<file path="src/rtl/rr_sched_pkg.sv">
// Shared definitions for the round-robin grant scheduler: FSM encoding and defaults.
package rr_sched_pkg;

  localparam int RR_WIDTH_DEF = 4;
  localparam int HOLD_MAX_DEF = 1024;

  typedef enum logic {
    ST_IDLE = 1'b0,
    ST_BUSY = 1'b1
  } rr_state_e;

endpackage

</file>
<file path="src/rtl/rr_sched_rnd_rb_scal.sv">
// Combinational round-robin selector: first set request at or above the
// priority index, wrapping around to port 0.
module rnd_rb_scal #(
  parameter int RR_WIDTH    = 4,
  parameter int RR_WIDTH_L2 = $clog2(RR_WIDTH)
) (
  input  logic [RR_WIDTH-1:0]    rr_vec_in,
  input  logic [RR_WIDTH_L2-1:0] rr_priority,
  output logic [RR_WIDTH-1:0]    rr_vec_out,
  output logic [RR_WIDTH_L2-1:0] rr_bin_out,
  output logic                   rr_valid
);

  logic [RR_WIDTH_L2-1:0] w_idx;

  // Walk ports starting at the priority index; the first hit wins.
  always_comb begin
    rr_vec_out = '0;
    rr_bin_out = '0;
    rr_valid   = 1'b0;
    w_idx      = '0;
    for (int i = 0; i < RR_WIDTH; i++) begin
      w_idx = RR_WIDTH_L2'((int'(rr_priority) + i) % RR_WIDTH);
      if (!rr_valid && rr_vec_in[w_idx]) begin
        rr_valid          = 1'b1;
        rr_vec_out[w_idx] = 1'b1;
        rr_bin_out        = w_idx;
      end
    end
  end

endmodule

</file>
<file path="src/rtl/rr_sched.sv">
// Round-robin grant scheduler: registers a selected port, holds it until the
// consumer signals done or the hold timer expires, then rotates priority.
module rr_sched
  import rr_sched_pkg::*;
#(
  parameter int RR_WIDTH    = RR_WIDTH_DEF,
  parameter int RR_WIDTH_L2 = $clog2(RR_WIDTH),
  parameter int HOLD_MAX    = HOLD_MAX_DEF
) (
  input  logic                   clk,
  input  logic                   rstn,
  input  logic [RR_WIDTH-1:0]    req_vec,
  input  logic                   gnt_done,
  output logic                   gnt_valid,
  output logic [RR_WIDTH-1:0]    gnt_vec,
  output logic [RR_WIDTH_L2-1:0] gnt_bin,
  output logic                   gnt_abort,
  output logic [RR_WIDTH_L2-1:0] prio_out
);

  localparam int HOLD_W = $clog2(HOLD_MAX + 1);

  rr_state_e              r_state, w_state_nxt;
  logic [RR_WIDTH-1:0]    r_gnt_vec;
  logic [RR_WIDTH_L2-1:0] r_gnt_bin;
  logic [RR_WIDTH_L2-1:0] r_prio;
  logic [HOLD_W-1:0]      r_hold;
  logic                   r_abort;

  logic [RR_WIDTH-1:0]    w_sel_vec;
  logic [RR_WIDTH_L2-1:0] w_sel_bin;
  logic                   w_sel_valid;
  logic                   w_grant;
  logic                   w_release;
  logic                   w_timeout;
  logic [RR_WIDTH_L2-1:0] w_prio_nxt;

  rnd_rb_scal #(
    .RR_WIDTH    (RR_WIDTH),
    .RR_WIDTH_L2 (RR_WIDTH_L2)
  ) u_sel (
    .rr_vec_in   (req_vec),
    .rr_priority (r_prio),
    .rr_vec_out  (w_sel_vec),
    .rr_bin_out  (w_sel_bin),
    .rr_valid    (w_sel_valid)
  );

  // Priority moves to the port just after the one being released.
  assign w_prio_nxt = (r_gnt_bin == RR_WIDTH_L2'(RR_WIDTH - 1)) ? '0
                                                                : r_gnt_bin + RR_WIDTH_L2'(1);

  // Next-state: grant from IDLE, release on done (which beats timeout) or timer expiry.
  always_comb begin
    w_state_nxt = r_state;
    w_grant     = 1'b0;
    w_release   = 1'b0;
    w_timeout   = 1'b0;
    case (r_state)
      ST_IDLE: begin
        if (w_sel_valid) begin
          w_state_nxt = ST_BUSY;
          w_grant     = 1'b1;
        end
      end
      ST_BUSY: begin
        if (gnt_done) begin
          w_state_nxt = ST_IDLE;
          w_release   = 1'b1;
        end else if (r_hold == HOLD_W'(HOLD_MAX - 1)) begin
          w_state_nxt = ST_IDLE;
          w_release   = 1'b1;
          w_timeout   = 1'b1;
        end
      end
      default: w_state_nxt = ST_IDLE;
    endcase
  end

  // State, grant registers, priority pointer and hold timer.
  always_ff @(posedge clk or negedge rstn) begin
    if (!rstn) begin
      r_state   <= ST_IDLE;
      r_gnt_vec <= '0;
      r_gnt_bin <= '0;
      r_prio    <= '0;
      r_hold    <= '0;
      r_abort   <= 1'b0;
    end else begin
      r_state <= w_state_nxt;
      r_abort <= w_timeout;
      if (w_grant) begin
        r_gnt_vec <= w_sel_vec;
        r_gnt_bin <= w_sel_bin;
        r_hold    <= '0;
      end else if (w_release) begin
        // gnt_bin is deliberately kept so the last winner stays visible.
        r_gnt_vec <= '0;
        r_prio    <= w_prio_nxt;
        r_hold    <= '0;
      end else if (r_state == ST_BUSY) begin
        r_hold <= r_hold + HOLD_W'(1);
      end
    end
  end

  assign gnt_valid = (r_state == ST_BUSY);
  assign gnt_vec   = r_gnt_vec;
  assign gnt_bin   = r_gnt_bin;
  assign gnt_abort = r_abort;
  assign prio_out  = r_prio;

endmodule

</file>
<file path="config.mk">
export PLATFORM = sky130hd
export DESIGN_NAME = rr_sched
export DESIGN_NICKNAME = d
export VERILOG_FILES = /design/src/rtl/rr_sched_pkg.sv /design/src/rtl/rr_sched_rnd_rb_scal.sv /design/src/rtl/rr_sched.sv
export SDC_FILE = /design/constraint.sdc
export NUM_CORES = 1
export LEC_CHECK = 0
export CORE_UTILIZATION = 40
export CTS_CLUSTER_SIZE = 30
export DETAILED_ROUTE_END_ITERATION = 8
export GPL_TIMING_DRIVEN = 0
export PLACE_DENSITY = 0.68
export RECOVER_POWER = 50
export SYNTH_ARGS = -nofsm -noshare
export SYNTH_HDL_FRONTEND = slang
export SYNTH_SLANG_ARGS = --single-unit
</file>
<file path="constraint.sdc">
create_clock -name clk -period 2.98 [get_ports clk]
set_clock_uncertainty 0.15 [all_clocks]
set_input_delay 0.596 -clock clk [delete_from_list [all_inputs] [get_ports clk]]
set_output_delay 0.596 -clock clk [all_outputs]
set_load 0.03 [all_outputs]
</file>
### Word-level counts from Yosys, hierarchy flattened

Cells that the tools add are included.

* bitwise gates (word level): 5
* order comparisons: 8
* equal/unequal tests: 2
* $add $sub $neg: 5
* mux-type cells: 44
* reduce and logical (&&, ||, !) cells: 13

Operators with widths (count)
* $mux 11: 3
* $mux 4: 6
* $mux 1: 21
* $lt 2x3->1 const B: 4
* $or 4x4->4: 3
* $add 11x1->11 const B: 1
* $eq 11x10->1 const B: 1
* $mux 2: 5
* $bmux 1 s2: 4
* $demux 1 s2: 4
* $ge 2x1->1 const B: 4
* $logic_and 1x1->1: 7
* $add 2x1->2 const B: 2
* $add 2x2->2 const B: 2
* $logic_not 1->1: 3
* $reduce_bool 3->1: 1
* $eq 2x2->1 const B: 1
* $not 1->1: 2
* $pmux 1 s2: 1
* $reduce_and 2->1: 1
* $reduce_bool 2->1: 1

* output and inout bits: 10
* register bits: 21
* bits of input ports: 7
* word-level logic and storage cells: 83

### Logic depth before layout (Yosys ltp)

Gate-level depths: netlist of the first run.

* depth after elaboration: 16
* gate-level depth with buffers: 10
* gate-level depth less buffers: 7

### Hierarchy

Synthesis of the first run repeated with hierarchy kept, for this count alone.

* cells, all modules: 136
* area, all modules: 1423.9 um2

Modules (own cells, without submodules)
* rr_sched: seq. area each 525.5 um2, instances 1, cells each 91, area an instance 1002.2 um2
* rnd_rb_scal: seq. area each 0.0 um2, instances 1, cells each 45, area an instance 421.7 um2

### Worst setup path before layout of the first run

Ideal clock, no wire load.

* path kind: reg2reg
* start: register r_prio[0] (netlist: prio_out[0])
* end: register r_hold[2]
* path buffers: 3
* slack: 0.129 ns
* data required time: 2.759 ns
* period minus slack after synthesis: 2.851 ns
* arrival: 2.630 ns
* cell stages (with the launch flop): 11
* library setup time: 0.071 ns
* cell sequence: dfrtp_1 buf_6 inv_1 ha_1 buf_2 mux4_2 nor3_4 a21oi_4 or2_0 buf_2 nor2_1

* word-level cells in the longest chain between the ends: 15
* elaborated cells between the ends (all ways): 25
* those cells by class: 3 x add/sub; 15 x mux; 7 x reduce/logical

Ends and longest elaborated chain
* start, declared: RTL line rr_sched.sv:26 `logic [RR_WIDTH_L2-1:0] r_prio;`
* start signal, assigned: RTL line rr_sched.sv:99 `r_prio <= w_prio_nxt;`
* branches (longest 11 deep; another with $add 2x1->2)
* $mux 1 (*): RTL line rr_sched_rnd_rb_scal.sv:24 `if (!rr_valid && rr_vec_in[w_idx]) begin`
* $mux 1 (*): RTL line rr_sched.sv:61 `if (w_sel_valid) begin`
* $mux 1 (*): RTL line rr_sched.sv:59 `case (r_state)`
* $reduce_bool 3->1 (no source line) / $mux 11 (equally long branches)
* end signal, assigned: RTL line rr_sched.sv:102 `r_hold <= r_hold + HOLD_W'(1);`
* end, declared: RTL line rr_sched.sv:27 `logic [HOLD_W-1:0] r_hold;`

Every way passes the cells marked *. The select of a mux whose other input is x is not followed.
A chain may end at the register's enable or synchronous reset.

### Worst setup path in the final report of the first run

* start: input req_vec[0]
* end: register r_gnt_vec[3] (netlist: gnt_vec[3])

* word-level cells in the longest chain between the ends: 15
* elaborated cells between the ends (all ways): 29
* those cells by class: 19 x mux; 3 x bitwise; 7 x reduce/logical

Ends and longest elaborated chain
* start, declared: RTL line rr_sched.sv:12 `input logic [RR_WIDTH-1:0] req_vec,`
* $bmux 1 s2: RTL line rr_sched_rnd_rb_scal.sv:24
* $mux 1 (implied by the code): RTL line rr_sched_rnd_rb_scal.sv:24
* $mux 1: RTL line rr_sched_rnd_rb_scal.sv:24
* $logic_not 1->1: RTL line rr_sched_rnd_rb_scal.sv:24
* $logic_and 1x1->1: RTL line rr_sched_rnd_rb_scal.sv:24
* $mux 1: RTL line rr_sched_rnd_rb_scal.sv:24
* $logic_not 1->1: RTL line rr_sched_rnd_rb_scal.sv:24
* $logic_and 1x1->1: RTL line rr_sched_rnd_rb_scal.sv:24
* $mux 1: RTL line rr_sched_rnd_rb_scal.sv:24
* $logic_not 1->1: RTL line rr_sched_rnd_rb_scal.sv:24
* $logic_and 1x1->1: RTL line rr_sched_rnd_rb_scal.sv:24
* $mux 1: RTL line rr_sched_rnd_rb_scal.sv:24
* $mux 1: RTL line rr_sched.sv:61
* $mux 1: RTL line rr_sched.sv:59
* $mux 4 / $reduce_bool 2->1 (equally long branches)
* end signal, assigned: RTL line rr_sched.sv:93 `r_gnt_vec <= w_sel_vec;`
* end, declared: RTL line rr_sched.sv:24 `logic [RR_WIDTH-1:0] r_gnt_vec;`

Several ways; a longest one is shown, not always the timed one. The select of a mux whose other input is x is not followed.

==> impl.org, run 1 <==
** Pwr
- Static power due to leakage :: 0.796 nW
- Worst-case vdd ir drop :: 0.337 mV
- Areal power density over the cells :: 925 mW/mm²
- The design draws 0.00179 W.

** Floorplan
- The floorplan has 23 rows.
- Chip height :: 66.3 µm
- Total Die Area :: approximately 0.0044 mm²
- IO Count :: 17
- Core Footprint :: 0.00397 mm²
- The die is 66.3 µm wide.
- Starting density of the core :: 0.416

** GRT
- Number of antenna violations at the first check in global routing :: 0
- Pin count of the biggest net entering global routing :: 22
- GRT busiest layer :: met1
- In the global route stage, met1 resource usage came out at 0.263.
- The first global-routing pass estimated 6.01 mm of wire.
- For met3 alone, demand over resource in global routing was 0.0310.
- In the global route stage, met2 resource usage came out at 0.263.
- The number of global-route vias before repair was between 1000 and 1500.
- For this run, the total global-route usage over all layers was measured as 0.175.
- After global routing the overflow that remains totals 0.

** STA
- Actual slew at the worst max-slew pin :: approximately 0.96 ns
- The hold violation count in the final report came to 0.
- Max transition margin :: 0.359
- Maximum operating frequency :: 359 MHz
- Adding up every negative setup slack in the final design gives 0 ns.
- Setup repair after global routing missed its margin :: false
- Setup violations remaining at the end of the flow were counted as 0.
- Fraction of the cycle the final worst path needs :: 0.934
- Final worst path period need :: 2.78 ns
- The max-slew violation count is 0.

** Yosys
- The synthesized design contains 21 register bits.
- Syn_nets :: 192
- During synthesis, Yosys emitted a total of 0 warnings.
- Synth cell types :: 45
- After synthesis, the mean cell area works out to approximately 9.4 µm².
- The synthesized netlist occupies a cell area of 0.00165 mm².
- Synthesis produced between 150 and 200 cells.
- Register area share after synthesis :: 0.318

** Route
- Across all layers, the routed design uses 1360 vias.
- For this block, the routed nets add up to 3.42 mm of wire.
- Wire length per cell after detailed routing :: 13.9 µm
- After detailed routing, the number of remaining DRC violations is 0.
- Dividing the detail-routed via count by the number of cells gives 5.53.
- DRC marker count from the first detailed-route iteration :: slightly below 80
- Before antenna repair, the detailed router went through 4 iterations.
- Number of nets with antenna violations after routing :: 0

** Placement
- Including well taps, the total number of placed cells is 240.
- Placed wire-length estimate :: 2.51 mm
- After detailed placement, the total cell area comes to roughly 0.0019 mm².
- IO buf count :: 15
- Routability-driven placement finished with a final weighted congestion of 0.792.

** Setup path
- STA classifies the critical path startpoint as an input port.
- The critical path in this run is classified as in2reg.
- For the worst setup path, the data required time is 2.98 ns.
- STA classifies the critical path endpoint as a flop.
- Peak fanout along the critical path :: 10
- For the worst setup path, the data arrival time is 2.79 ns.

** CTS
- H-tree depth :: 1
- Clock-pin slew was measured on the worst setup and hold paths at 0.08 ns.
- The tree built by TritonCTS fans out to 21 sinks.
- Number of CTS-inserted buffers :: 3
- Clock Tree Root :: sky130_fd_sc_hd__clkbuf_8
- The clock reaches the later pin of the worst-skew pair after roughly 0.26 ns.
- CTS tree :: yes
- Deepest clock path buffer count :: 2

** Status
- The flow ran to the end, and the final reports show no timing, DRC or antenna violations.

** Finish
- Leaving out fill and tap cells, the most frequent cell in the layout is sky130_fd_sc_hd__dfrtp_1.
- Most frequent cells in the layout :: sky130_fd_sc_hd__dfrtp_1, sky130_fd_sc_hd__nor2_1, sky130_fd_sc_hd__nand2_1
- Number of diodes :: 0
- Final standard cell area without fillers :: 0.00194 mm²
- Layout Utilization :: 0.488
- The final layout contains 214 nets.
- Relative to the synthesized area, the layout overhead comes to 17.3%.
- In the final layout, the share of cells above drive strength 1 is 0.143.
- Layout filler cell count :: approximately 400
- Fin cells :: 246

** Min path
- Worst hold path type :: reg2reg

** Flow run
- # Max-Cap Violations :: 0
==> per-stage QoR <==
stage / hold slack, ns / worst slack, ns
5_1_grt: 0.350 / 0.0250
6_report: 0.327 / 0.196
3_5_place_dp: 0.309 / -0.114
2_1_floorplan: 0.150 / 0.129
4_1_cts: 0.323 / 0.0799
3_3_place_gp: 0.306 / -0.108
==> routing by layer <==
metal / vias up / wire length (µm)
met5: - / 0
met4: 0 / 8
met3: 2 / 114
met2: 24 / 1490
met1: 643 / 1800
li1: 691 / -
==> layout make-up <==
class | count | area, µm² | area share
Inverter | 3 | 11.3 | 0.00581
Tap cell | 50 | 62.6 | 0.0323
Sequential cell | 21 | 528 | 0.272
Clock inverter | 1 | 5.00 | 0.00258
Multi-Input combinational cell | 141 | 1070 | 0.551
Clock buffer | 3 | 41.3 | 0.0213
Timing Repair Buffer | 17 | 165 | 0.0852
Buffer | 10 | 56.3 | 0.0291
==> cell families (layout without fill, tap and decap cells) <==
| family | after synthesis | after routing | share of synthesized area |
|---|---|---|---|
| AND/OR/NAND/NOR | 62 | 62 | 0.198 |
| AO/OA/AOI/OAI | 47 | 47 | 0.213 |
| flip-flops | 21 | 21 | 0.318 |
| multiplexers | 15 | 15 | 0.117 |
| buffers and inverters | 13 | 34 | 0.0409 |
| adder cells (fa/ha/maj) | 10 | 10 | 0.0757 |
| XOR/XNOR | 7 | 7 | 0.0371 |
==> where the power goes <==
part           leakage (nW)  switching (W)  internal [W]
Clock                0.0255      0.0000925     0.0000931
Sequential            0.275      0.0000645      0.000344
Combinational         0.495       0.000671      0.000528
Total                 0.796       0.000828      0.000964
==> what timing repair did <==
action | in CTS | in global routing
gates resized for setup | 0 | 3
endpoints found under the setup margin | 7 | 12
hold endpoints to repair | 0 | 0
pin swaps | 1 | 0
buffers inserted | 1 | 1
hold buffers | 0 | 0
==> critical path: stages <==
cell and delay (ns):
sky130_fd_sc_hd__clkdlybuf4s50_1 0.56, sky130_fd_sc_hd__mux4_2 0.56, sky130_fd_sc_hd__clkbuf_1 0.25, sky130_fd_sc_hd__a31o_2 0.27, sky130_fd_sc_hd__a221oi_1 0.24, sky130_fd_sc_hd__o2bb2ai_1 0.12
sky130_fd_sc_hd__a22o_1 0.18
==> synth_stat cells (all sizes together) <==
master,count,share of area
a211oi,1,0.0045
a21boi,1,0.0045
a21o,2,0.0091
a21oi,9,0.034
a221oi,4,0.021
a22o,6,0.032
a2bb2oi,1,0.0053
a311oi,1,0.0053
a31o,4,0.021
and2,1,0.0038
and3,2,0.0076
buf,5,0.023
clkbuf,5,0.011
dfrtp,21,0.32
ha,10,0.076
inv,3,0.0068
mux2,4,0.027
mux2i,8,0.048
mux4,3,0.041
nand2,13,0.030
nand2b,5,0.019
nand3,6,0.018
nand3b,2,0.0091
nand4,1,0.0038
nor2,15,0.034
nor2b,5,0.019
nor3,4,0.019
nor3b,1,0.0045
nor4,3,0.015
o211ai,1,0.0045
o21a,2,0.0091
o21ai,4,0.012
o22ai,5,0.019
o2bb2ai,4,0.021
o311a,1,0.0061
o31ai,1,0.0045
or2,2,0.0076
or3,1,0.0038
or4,1,0.0045
xnor2,7,0.037
==> worst paths after layout <==
check                           slack, ns                     from                       to  depth (start not counted)
worst max-delay path                 0.20               req_vec[0]   gnt_vec[3]$_DFFE_PN0P_                          7
worst min-delay path                 0.33   r_hold[10]$_DFFE_PN0P_      gnt_abort$_DFF_PN0_                          1
worst max register to register       0.20  prio_out[1]$_DFFE_PN0P_   gnt_vec[1]$_DFFE_PN0P_                          9
worst min register to register       0.33   r_hold[10]$_DFFE_PN0P_      gnt_abort$_DFF_PN0_                          1
max in group asynchronous            1.26                     rstn  prio_out[1]$_DFFE_PN0P_                          1
min in group asynchronous            0.78                     rstn   gnt_vec[1]$_DFFE_PN0P_                          1
==> flip-flops by register name, summed over array words and instances, names as in the netlist <==
name and count:
gnt_vec 4, gnt_valid 1, r_hold 11, prio_out 2, gnt_bin 2, gnt_abort 1
Note: power is estimated with default switching activity, not from simulation.
==> inputs of run 2 (changes only) <==
--- a/config.mk
+++ b/config.mk
@@ -5,6 +5,7 @@
 export SDC_FILE = /design/constraint.sdc
 export NUM_CORES = 1
 export LEC_CHECK = 0
+export ABC_CLOCK_PERIOD_IN_PS = 2980
 export CORE_UTILIZATION = 40
 export CTS_CLUSTER_SIZE = 30
 export DETAILED_ROUTE_END_ITERATION = 8
==> results of run 2 <==
The final DEF is identical to that of run 1; final timing and power are the same.
